### src/rtl/serial_addsub_nbit.sv
// Bit-serial N-bit adder/subtractor.
// It latches two operands and a mode bit on start. It then processes one bit
// pair per clock, LSB first, through a single full add/sub cell
// (a + (b ^ m) + cin). It collects the sum bits into a parallel result and
// reports the final carry and the two's-complement overflow.
module serial_addsub_nbit #(
    parameter int WIDTH = 8,
    parameter int CNT_W = $clog2(WIDTH + 1)
) (
    input  logic             clk,
    input  logic             rst_n,
    input  logic             start,
    input  logic             m,
    input  logic [WIDTH-1:0] a,
    input  logic [WIDTH-1:0] b,
    output logic             busy,
    output logic             done,
    output logic [WIDTH-1:0] result,
    output logic             cout,
    output logic             overflow
);

    typedef enum logic [1:0] {
        IDLE = 2'd0,
        RUN  = 2'd1,
        DONE = 2'd2
    } state_t;

    state_t           state_reg;
    logic [WIDTH-1:0] sh_a_reg;
    logic [WIDTH-1:0] sh_b_reg;
    logic [WIDTH-1:0] res_sh_reg;
    logic [WIDTH-1:0] result_reg;
    logic [CNT_W-1:0] count_reg;
    logic             m_reg;
    logic             carry_reg;
    logic             busy_reg;
    logic             done_reg;
    logic             cout_reg;
    logic             ovf_reg;

    logic [WIDTH-1:0] sh_a_next;
    logic [WIDTH-1:0] sh_b_next;
    logic [WIDTH-1:0] res_sh_next;
    logic             b_eff;
    logic             sum_bit;
    logic             carry_next;
    logic             last_bit;

    // One full add/sub cell working on the current LSB pair.
    assign b_eff      = sh_b_reg[0] ^ m_reg;
    assign sum_bit    = sh_a_reg[0] ^ b_eff ^ carry_reg;
    assign carry_next = (sh_a_reg[0] & b_eff) | (sh_a_reg[0] & carry_reg) | (b_eff & carry_reg);
    assign last_bit   = (count_reg == CNT_W'(WIDTH - 1));

    // Operands shift right toward the cell. Sum bits enter the result shifter
    // at the MSB, so after WIDTH shifts the first bit has reached bit 0.
    genvar gi;
    generate
        for (gi = 0; gi < WIDTH - 1; gi++) begin : g_shift
            assign sh_a_next[gi]   = sh_a_reg[gi + 1];
            assign sh_b_next[gi]   = sh_b_reg[gi + 1];
            assign res_sh_next[gi] = res_sh_reg[gi + 1];
        end
    endgenerate
    assign sh_a_next[WIDTH-1]   = 1'b0;
    assign sh_b_next[WIDTH-1]   = 1'b0;
    assign res_sh_next[WIDTH-1] = sum_bit;

    // Control FSM with datapath registers; every output comes from a flop.
    always_ff @(posedge clk) begin
        if (!rst_n) begin
            state_reg  <= IDLE;
            sh_a_reg   <= '0;
            sh_b_reg   <= '0;
            res_sh_reg <= '0;
            result_reg <= '0;
            count_reg  <= '0;
            m_reg      <= 1'b0;
            carry_reg  <= 1'b0;
            busy_reg   <= 1'b0;
            done_reg   <= 1'b0;
            cout_reg   <= 1'b0;
            ovf_reg    <= 1'b0;
        end else begin
            case (state_reg)
                IDLE: begin
                    busy_reg <= 1'b0;
                    done_reg <= 1'b0;
                    if (start) begin
                        sh_a_reg   <= a;
                        sh_b_reg   <= b;
                        m_reg      <= m;
                        // Subtract is a + ~b + 1. The +1 enters as the initial carry.
                        carry_reg  <= m;
                        count_reg  <= '0;
                        res_sh_reg <= '0;
                        busy_reg   <= 1'b1;
                        state_reg  <= RUN;
                    end
                end
                RUN: begin
                    sh_a_reg   <= sh_a_next;
                    sh_b_reg   <= sh_b_next;
                    res_sh_reg <= res_sh_next;
                    carry_reg  <= carry_next;
                    if (last_bit) begin
                        result_reg <= res_sh_next;
                        cout_reg   <= carry_next;
                        // Carry into the MSB differs from carry out of it.
                        ovf_reg    <= carry_reg ^ carry_next;
                        busy_reg   <= 1'b0;
                        done_reg   <= 1'b1;
                        state_reg  <= DONE;
                    end else begin
                        count_reg <= count_reg + CNT_W'(1);
                    end
                end
                DONE: begin
                    done_reg  <= 1'b0;
                    state_reg <= IDLE;
                end
                default: begin
                    busy_reg  <= 1'b0;
                    done_reg  <= 1'b0;
                    state_reg <= IDLE;
                end
            endcase
        end
    end

    assign busy     = busy_reg;
    assign done     = done_reg;
    assign result   = result_reg;
    assign cout     = cout_reg;
    assign overflow = ovf_reg;

endmodule

### config.mk
export PLATFORM = sky130hd
export DESIGN_NAME = serial_addsub_nbit
export DESIGN_NICKNAME = d
export VERILOG_FILES = /design/src/rtl/serial_addsub_nbit.sv
export SDC_FILE = /design/constraint.sdc
export NUM_CORES = 1
export LEC_CHECK = 0
export BUFFER_PORTS_ARGS = -buffer_cell sky130_fd_sc_hd__clkbuf_2
export CAP_MARGIN = 10
export CORE_MARGIN = 2
export CORE_UTILIZATION = 49
export DETAILED_ROUTE_END_ITERATION = 6
export GPL_TIMING_DRIVEN = 0
export PLACE_DENSITY = 0.77
export SETUP_SLACK_MARGIN = 0.05
export SLEW_MARGIN = 20
export SYNTH_ARGS = -nofsm -noshare
export SYNTH_HDL_FRONTEND = slang
export SYNTH_SLANG_ARGS = --single-unit
export TNS_END_PERCENT = 10
### constraint.sdc
create_clock -name clk -period 1.4 [get_ports clk]
set_input_delay 0.28 -clock clk [delete_from_list [all_inputs] [get_ports clk]]
set_output_delay 0.28 -clock clk [all_outputs]
set_load 0.05 [all_outputs]
==> results of run 1 <==
[power groups by stage]
stage / sequential (mW) / combinational [mW] / clock (mW)
floorplan: 1.33 / 0.196 / 0
global placement: 1.33 / 0.284 / 0
detailed placement: 1.33 / 0.287 / 0
CTS: 1.31 / 0.319 / 0.610
global route: 1.32 / 0.396 / 0.678
finish: 1.31 / 0.356 / 0.614
[stage by stage]
step                      area (um2)  instances   util  setup TNS, ns  total power, mW
after global placement          1990        286  0.584         -0.439             1.62
after CTS                       2130        299  0.625              0             2.24
after global routing            2250        300  0.658        -0.0308             2.39
after detailed placement        1990        286  0.584         -0.795             1.62
after floorplan                 1780        209      -              0             1.53
final                           2250        300  0.658              0             2.28
[cell usage after synthesis, types with 2 or more instances]
cell type / number / area (um2)
dfxtp_1: 43 / 861
a22oi_1: 7 / 52.6
mux2i_1: 2 / 20.0
nor2b_1: 4 / 25.0
nand2_1: 16 / 60.1
o21ai_0: 25 / 125
buf_6: 2 / 22.5
nor2_1: 11 / 41.3
clkbuf_1: 8 / 30.0
a211oi_1: 4 / 30.0
inv_1: 3 / 11.3
buf_2: 8 / 40.0
a21oi_1: 43 / 215
nand3_1: 13 / 65.1
xnor2_1: 2 / 17.5
[cell type report]
type,count,area (um2)
Buffer,16,129
Inverter,3,11.3
Clock buffer,5,37.5
Clock inverter,3,20.0
Multi-Input combinational cell,145,892
Sequential cell,43,871
Timing Repair Buffer,39,228
Tap cell,46,57.6
Fill cell,315,1170
[worst max-delay path by stage]
stage	start	to	slack (ns)
floorplan	state_reg[1]	count_reg[3]	0.07
CTS	count_reg[1]	result[7]	0.03
detailed placement	state_reg[1]	result[4]	-0.06
global route	count_reg[0]	result[7]	-0.02
global placement	state_reg[0]	count_reg[3]	-0.06
finish	count_reg[1]	count_reg[3]	0.02
[cells by family (layout without fill, tap and decap cells)]
family,Yosys count,after routing,share of synthesized area
buf+inv,21,66,0.0584
xor+xnor,2,2,0.00985
fa+ha+maj,2,2,0.0183
compound gates,86,86,0.272
flops,43,43,0.484
mux,2,2,0.0113
simple gates,53,53,0.146
[per-layer routing]
metal / wire [um] / up-vias
li1: - / 830
met1: 1960 / 777
met2: 1970 / 38
met3: 208 / 7
met4: 48 / 0
met5: 0 / -
[what timing repair did]
item,CTS,global route
setup buffers,7,1
pin swaps,2,6
resized for setup,16,41
setup endpoints to repair,37,39
hold endpoints to repair,0,0
[worst min-delay path: stages]
cell and delay (ns):
clkbuf_2 0.08, nand2_1 0.05, a21oi_1 0.05
==> impl_metrics.prom, run 1 <==
# TYPE chip_impl_metric gauge
chip_impl_info{name="result_of_the_run",value="finished, final reports clean"} 1
chip_impl_metric{name="ctsLongestPathBuffers",unit=""} 2
chip_impl_metric{name="met3_usage",unit=""} 0.0616
chip_impl_info{name="synthFlopType",value="dfxtp_1"} 1
chip_impl_metric{name="seq_area_frac_synth",unit=""} 0.484
chip_impl_metric{name="detail_route.first_pass.iterations",unit=""} 4
chip_impl_metric{name="worstRegToRegCells",unit=""} 4
chip_impl_info{name="tritoncts",value="done"} 1
chip_impl_metric{name="power.net_switching",unit="mW"} 0.646
chip_impl_metric{name="core",unit="um2"} 3420
chip_impl_metric{name="worstPathRequired",unit="ns"} 1.69
chip_impl_metric{name="gr_util_all_layers",unit=""} 0.222
chip_impl_info{name="timing.critical_path.to_type",value="flip-flop"} 1
chip_impl_info{name="grt_setup_unrepaired",value="yes"} 1
chip_impl_info{name="timing.rr.end",value="count_reg[3]"} 1
chip_impl_metric{name="share_of_synthesized_registers_carrying_an_async_set_or_reset",unit=""} 0
chip_impl_metric{name="groute.layer.met1.usage",unit=""} 0.294
chip_impl_metric{name="clock_slew_at_reported_path_ffs",unit="ns"} 0.14
chip_impl_metric{name="synth-seq-cells",unit=""} 43
chip_impl_metric{name="worstMarginPinSlew",unit="ns"} 0.481
chip_impl_metric{name="die_y",unit="um"} 64.2
chip_impl_metric{name="power_density",unit="nW/um2"} 1020
chip_impl_metric{name="mappedNetlistNets",unit=""} 231
chip_impl_metric{name="cts.sink_count",unit=""} 43
chip_impl_metric{name="power.static_leakage",unit="nW"} 0.886
chip_impl_metric{name="timing.max_slew.rel_slack",unit=""} 0.680
chip_impl_info{name="crit_slowest_cell",value="or4_4"} 1
chip_impl_metric{name="regToRegSetupSlack",unit="ns"} 0.02
chip_impl_metric{name="num_antenna_cells",unit=""} 0
chip_impl_metric{name="cp.buffers_inverters",unit=""} 0
chip_impl_info{name="worst_r2r_startpoint",value="count_reg[1]"} 1
chip_impl_metric{name="grt_first_pass_wirelength",unit="mm"} 7.18
chip_impl_metric{name="place.port_buffers",unit=""} 31
chip_impl_metric{name="die_area",unit="um2"} 4130
chip_impl_metric{name="num-nets-final",unit=""} 275
chip_impl_metric{name="final_layout_size_suffix_gt1_frac",unit=""} 0.323
chip_impl_metric{name="cellInternalPower",unit="mW"} 1.64
chip_impl_metric{name="finClkSkew",unit="ns"} 0.0167
chip_impl_metric{name="cts_buffers",unit=""} 5
chip_impl_metric{name="timing.final.hold_violations",unit=""} 0
chip_impl_metric{name="area_growth_syn_to_fin",unit="%"} 26.3
chip_impl_metric{name="fin_crit_sh",unit=""} 0.986
chip_impl_info{name="critPathKind",value="flip-flop to flip-flop"} 1
chip_impl_metric{name="grt_overflow_total",unit=""} 0
chip_impl_metric{name="first_global_vias",unit=""} 1587
chip_impl_metric{name="max_cap_viol_count",unit=""} 0
chip_impl_metric{name="seqPwrFrac",unit=""} 0.574
chip_impl_metric{name="initial_utilization",unit=""} 0.521
chip_impl_info{name="critical-path-top-delay-family",value="simple AND/OR/NAND/NOR gates"} 1
chip_impl_metric{name="syn-mean-instance-area",unit="um2"} 8.51
chip_impl_info{name="whs_endpoint",value="sh_b_reg[6]"} 1
chip_impl_metric{name="avgViaCountPerCell",unit=""} 5.51
chip_impl_metric{name="final.hold.worst_slack",unit="ns"} 0.118
chip_impl_metric{name="timing.critical_path.arrival",unit="ns"} 1.67
chip_impl_metric{name="cts_max_level",unit=""} 2
chip_impl_info{name="min_from",value="b[6]"} 1
chip_impl_info{name="global_route.peak_usage_layer",value="met2"} 1
chip_impl_metric{name="fmax",unit="MHz"} 725
chip_impl_metric{name="routed_wirelength",unit="mm"} 4.18
chip_impl_metric{name="postLayoutSetupSlackWorst",unit="ns"} 0.0198
chip_impl_metric{name="synth.lib_cells_used.distinct",unit=""} 33
chip_impl_metric{name="power.switching_fraction",unit=""} 0.283
chip_impl_metric{name="synth_enable_flop_cells",unit=""} 0
chip_impl_metric{name="drt_initial_violations",unit=""} 70
chip_impl_metric{name="preCtsSetupSlack",unit="ns"} -0.0588
chip_impl_metric{name="worstHoldPathCells",unit=""} 3
chip_impl_metric{name="route.detailed.drc",unit=""} 0
chip_impl_metric{name="io_pins",unit=""} 32
chip_impl_info{name="start_kind",value="flip-flop"} 1
chip_impl_metric{name="pin_count_of_the_biggest_net_entering_global_routing",unit=""} 15
chip_impl_metric{name="grt.met2_usage",unit=""} 0.350
chip_impl_metric{name="insertion_delay",unit="ns"} 0.37
chip_impl_metric{name="max-vdd-ir-drop",unit="uV"} 888
chip_impl_info{name="timing.critical_path.cells",value="ha_4 -> and3b_2 -> or4_4 -> a31oi_2"} 1
chip_impl_metric{name="syn_inst",unit=""} 209
chip_impl_metric{name="report.final.slew_viol_count",unit=""} 0
chip_impl_metric{name="antenna_found_initial",unit=""} 0
chip_impl_metric{name="cpPeakStageDelay",unit="ns"} 0.42
chip_impl_metric{name="die_width",unit="um"} 64.2
chip_impl_metric{name="cp_num_cells",unit=""} 4
chip_impl_metric{name="period_minus_slack",unit="ns"} 1.38
chip_impl_metric{name="synth_area",unit="um2"} 1780
chip_impl_metric{name="routabilityCongestion",unit=""} 0.809
chip_impl_metric{name="clkPwrFrac",unit=""} 0.269
chip_impl_metric{name="detailroute.via_count",unit=""} 1652
chip_impl_metric{name="yosysWarningCount",unit=""} 0
chip_impl_metric{name="antenna_left",unit=""} 0
chip_impl_info{name="min-delay-path-class",value="primary input to flip-flop"} 1
chip_impl_metric{name="post_drt_wl_per_cell",unit="um"} 13.9
chip_impl_metric{name="ctsHoldBuffers",unit=""} 0
chip_impl_metric{name="setup_viol",unit=""} 0
chip_impl_info{name="clk_root_buffer_cell",value="clkbuf_4"} 1
chip_impl_metric{name="placement_rows",unit=""} 21
chip_impl_metric{name="crit_fanout",unit=""} 4
chip_impl_metric{name="detailedPlacementHpwl",unit="mm"} 2.81
chip_impl_info{name="layout_commonest_cell",value="a21oi_1"} 1
chip_impl_metric{name="combinationalPowerShare",unit=""} 0.156
chip_impl_info{name="final_cell_mix",value="a21oi_1, dfxtp_1, clkbuf_2"} 1
Power figures use the tool's default switching activity.
==> run 2, diff against run 1 <==
BUFFER_PORTS_ARGS = default   (was -buffer_cell sky130_fd_sc_hd__clkbuf_2)
CORE_ASPECT_RATIO = 0.5   (was default)
CORE_UTILIZATION = 61   (was 49)
DONT_BUFFER_PORTS = 1   (was default)
PLACE_DENSITY = 0.8   (was 0.77)
clock period = 1.3 ns   (was 1.4 ns; I/O delays follow)
==> run 2 against run 1 <==
- the run now ends with setup timing left
- clock-buffer cell count is 2 higher
- final area is 8.6% lower
- hold slack worse by 0.033 ns
- clock power is 38% higher
- sequential share of layout area is 3.5 points higher
- global-route usage is 3.5 points higher
- critical path depth stayed put
- critical path type unchanged
- largest cell class is now flip-flops and latches
- largest power group unchanged
- highest routed layer unchanged
==> impl_metrics.prom, run 2 (synthesized netlist as in run 1, its figures left out) <==
# TYPE chip_impl_metric gauge
chip_impl_info{name="result_of_the_run",value="finished, violations left"} 1
chip_impl_info{name="failing_checks",value="setup timing"} 1
chip_impl_metric{name="place.port_buffers",unit=""} 0
chip_impl_metric{name="max-vdd-ir-drop",unit="uV"} 852
chip_impl_metric{name="worstPathRequired",unit="ns"} 1.52
chip_impl_info{name="tritoncts",value="done"} 1
chip_impl_metric{name="power.static_leakage",unit="nW"} 0.749
chip_impl_metric{name="postLayoutSetupSlackWorst",unit="ns"} -0.0837
chip_impl_info{name="clk_root_buffer_cell",value="clkbuf_8"} 1
chip_impl_metric{name="area_growth_syn_to_fin",unit="%"} 15.5
chip_impl_metric{name="antenna_found_initial",unit=""} 0
chip_impl_metric{name="first_global_vias",unit=""} 1363
chip_impl_metric{name="final-instance-count-excl-fill",unit=""} 258
chip_impl_metric{name="cts.sink_count",unit=""} 43
chip_impl_metric{name="finalInstanceArea",unit="um2"} 2050
chip_impl_metric{name="fillerInstances",unit=""} 199
chip_impl_metric{name="postLayoutCoreUtil",unit=""} 0.765
chip_impl_metric{name="num-nets-final",unit=""} 242
chip_impl_metric{name="cts_buffers",unit=""} 5
chip_impl_metric{name="antenna_left",unit=""} 0
chip_impl_metric{name="clock_slew_at_reported_path_ffs",unit="ns"} 0.08
chip_impl_metric{name="grt_overflow_total",unit=""} 0
chip_impl_metric{name="die_width",unit="um"} 80.4
chip_impl_metric{name="detail_route.first_pass.iterations",unit=""} 5
chip_impl_metric{name="timing.critical_path.arrival",unit="ns"} 1.61
chip_impl_metric{name="ctsLongestPathBuffers",unit=""} 2
chip_impl_metric{name="cts_max_level",unit=""} 2
chip_impl_metric{name="setup_viol",unit=""} 8
chip_impl_metric{name="timing.max_slew.rel_slack",unit=""} 0.643
chip_impl_metric{name="finalSetupTns",unit="ns"} -0.329
chip_impl_metric{name="final_layout_size_suffix_gt1_frac",unit=""} 0.181
chip_impl_metric{name="crit_fanout",unit=""} 4
chip_impl_metric{name="routed_wirelength",unit="mm"} 4.28
chip_impl_metric{name="die_y",unit="um"} 42.2
chip_impl_metric{name="power_density",unit="nW/um2"} 1260
chip_impl_info{name="min-delay-path-class",value="primary input to flip-flop"} 1
chip_impl_metric{name="pin_count_of_the_biggest_net_entering_global_routing",unit=""} 13
chip_impl_metric{name="ctsHoldBuffers",unit=""} 0
chip_impl_metric{name="fin_total_pwr",unit="mW"} 2.59
chip_impl_metric{name="grt_first_pass_wirelength",unit="mm"} 6.48
chip_impl_metric{name="routabilityCongestion",unit=""} 0.845
chip_impl_info{name="grt_setup_unrepaired",value="yes"} 1
chip_impl_info{name="final_cell_mix",value="a21oi_1, dfxtp_1, o21ai_0"} 1
chip_impl_info{name="timing.critical_path.cells",value="ha_4 -> and3b_2 -> a21oi_1 -> mux2i_1"} 1
chip_impl_metric{name="finClkSkew",unit="ns"} 0.00741
chip_impl_metric{name="placedCellCount",unit=""} 246
chip_impl_metric{name="io_pins",unit=""} 32
chip_impl_metric{name="final.hold.worst_slack",unit="ns"} 0.0846
chip_impl_metric{name="worstMarginPinSlew",unit="ns"} 0.535
chip_impl_metric{name="report.final.slew_viol_count",unit=""} 0
chip_impl_info{name="timing.critical_path.to_type",value="flip-flop"} 1
chip_impl_metric{name="placement.cell_area",unit="um2"} 1840
chip_impl_info{name="critical-path-top-delay-family",value="flip-flops"} 1
chip_impl_metric{name="fin_crit_sh",unit=""} 1.06
chip_impl_metric{name="detailedPlacementHpwl",unit="mm"} 2.63
chip_impl_metric{name="avgViaCountPerCell",unit=""} 6.12
chip_impl_metric{name="detailroute.via_count",unit=""} 1578
chip_impl_metric{name="timing.final.hold_violations",unit=""} 0
chip_impl_info{name="crit_slowest_cell",value="dfxtp_4"} 1
chip_impl_metric{name="num_antenna_cells",unit=""} 0
chip_impl_metric{name="preCtsSetupSlack",unit="ns"} -0.211
chip_impl_metric{name="route.detailed.drc",unit=""} 0
chip_impl_metric{name="cpPeakStageDelay",unit="ns"} 0.36
chip_impl_metric{name="fmax",unit="MHz"} 723
chip_impl_metric{name="die_area",unit="um2"} 3390
chip_impl_metric{name="gr_util_all_layers",unit=""} 0.257
chip_impl_info{name="critPathKind",value="flip-flop to flip-flop"} 1
chip_impl_info{name="layout_commonest_cell",value="a21oi_1"} 1
chip_impl_metric{name="multi_input_comb_area",unit="um2"} 867
chip_impl_metric{name="initial_utilization",unit=""} 0.662
chip_impl_metric{name="insertion_delay",unit="ns"} 0.30
chip_impl_metric{name="cp.buffers_inverters",unit=""} 0
chip_impl_metric{name="post_drt_wl_per_cell",unit="um"} 16.6
chip_impl_metric{name="sequential_cell_area",unit="um2"} 868
chip_impl_metric{name="placement_rows",unit=""} 13
chip_impl_metric{name="max_cap_viol_count",unit=""} 0
chip_impl_metric{name="core",unit="um2"} 2680
chip_impl_metric{name="drt_initial_violations",unit=""} 112
chip_impl_metric{name="period_minus_slack",unit="ns"} 1.38
chip_impl_info{name="start_kind",value="flip-flop"} 1
-- run 2: routing by layer --
| layer | GRT usage | vias up | share of wire |
|---|---|---|---|
| met5 | 0 | - | 0 |
| li1 | - | 760 | - |
| met2 | 0.362 | 76 | 0.44 |
| met4 | 0.119 | 0 | 0.026 |
| met3 | 0.0948 | 11 | 0.10 |
| met1 | 0.350 | 731 | 0.43 |
-- run 2: final timing paths --
check / slack, ns / start / depth (start not counted) / to
worst max register to register: -0.08 / count_reg[0] / 4 / count_reg[1]
worst min-delay path: 0.08 / a[4] / 2 / sh_a_reg[4]
worst max-delay path: -0.08 / count_reg[0] / 4 / count_reg[1]
worst min register to register: 0.48 / res_sh_reg[1] / 2 / result[0]
-- run 2: repair_timing --
action	in CTS	in global routing
pin swaps	3	2
resized for setup	25	15
endpoints found under the setup margin	39	39
buffers inserted	2	3
-- run 2: area by class of cell --
| type | instances | area share |
|---|---|---|
| multi-input combinational | 145 | 0.422 |
| timing repair buffer | 5 | 0.0183 |
| inverter | 3 | 0.00548 |
| tap | 37 | 0.0225 |
| sequential | 43 | 0.423 |
| buffer | 17 | 0.0689 |
| clock buffer | 7 | 0.0372 |
| clock inverter | 1 | 0.00244 |
-- run 2: where the power goes --
group | switching, mW | leakage (nW) | total (mW) | internal [mW]
Clock | 0.469 | 0.0422 | 0.846 | 0.378
Combinational | 0.182 | 0.354 | 0.325 | 0.143
Sequential | 0.0448 | 0.353 | 1.42 | 1.37
Total | 0.695 | 0.749 | 2.59 | 1.90
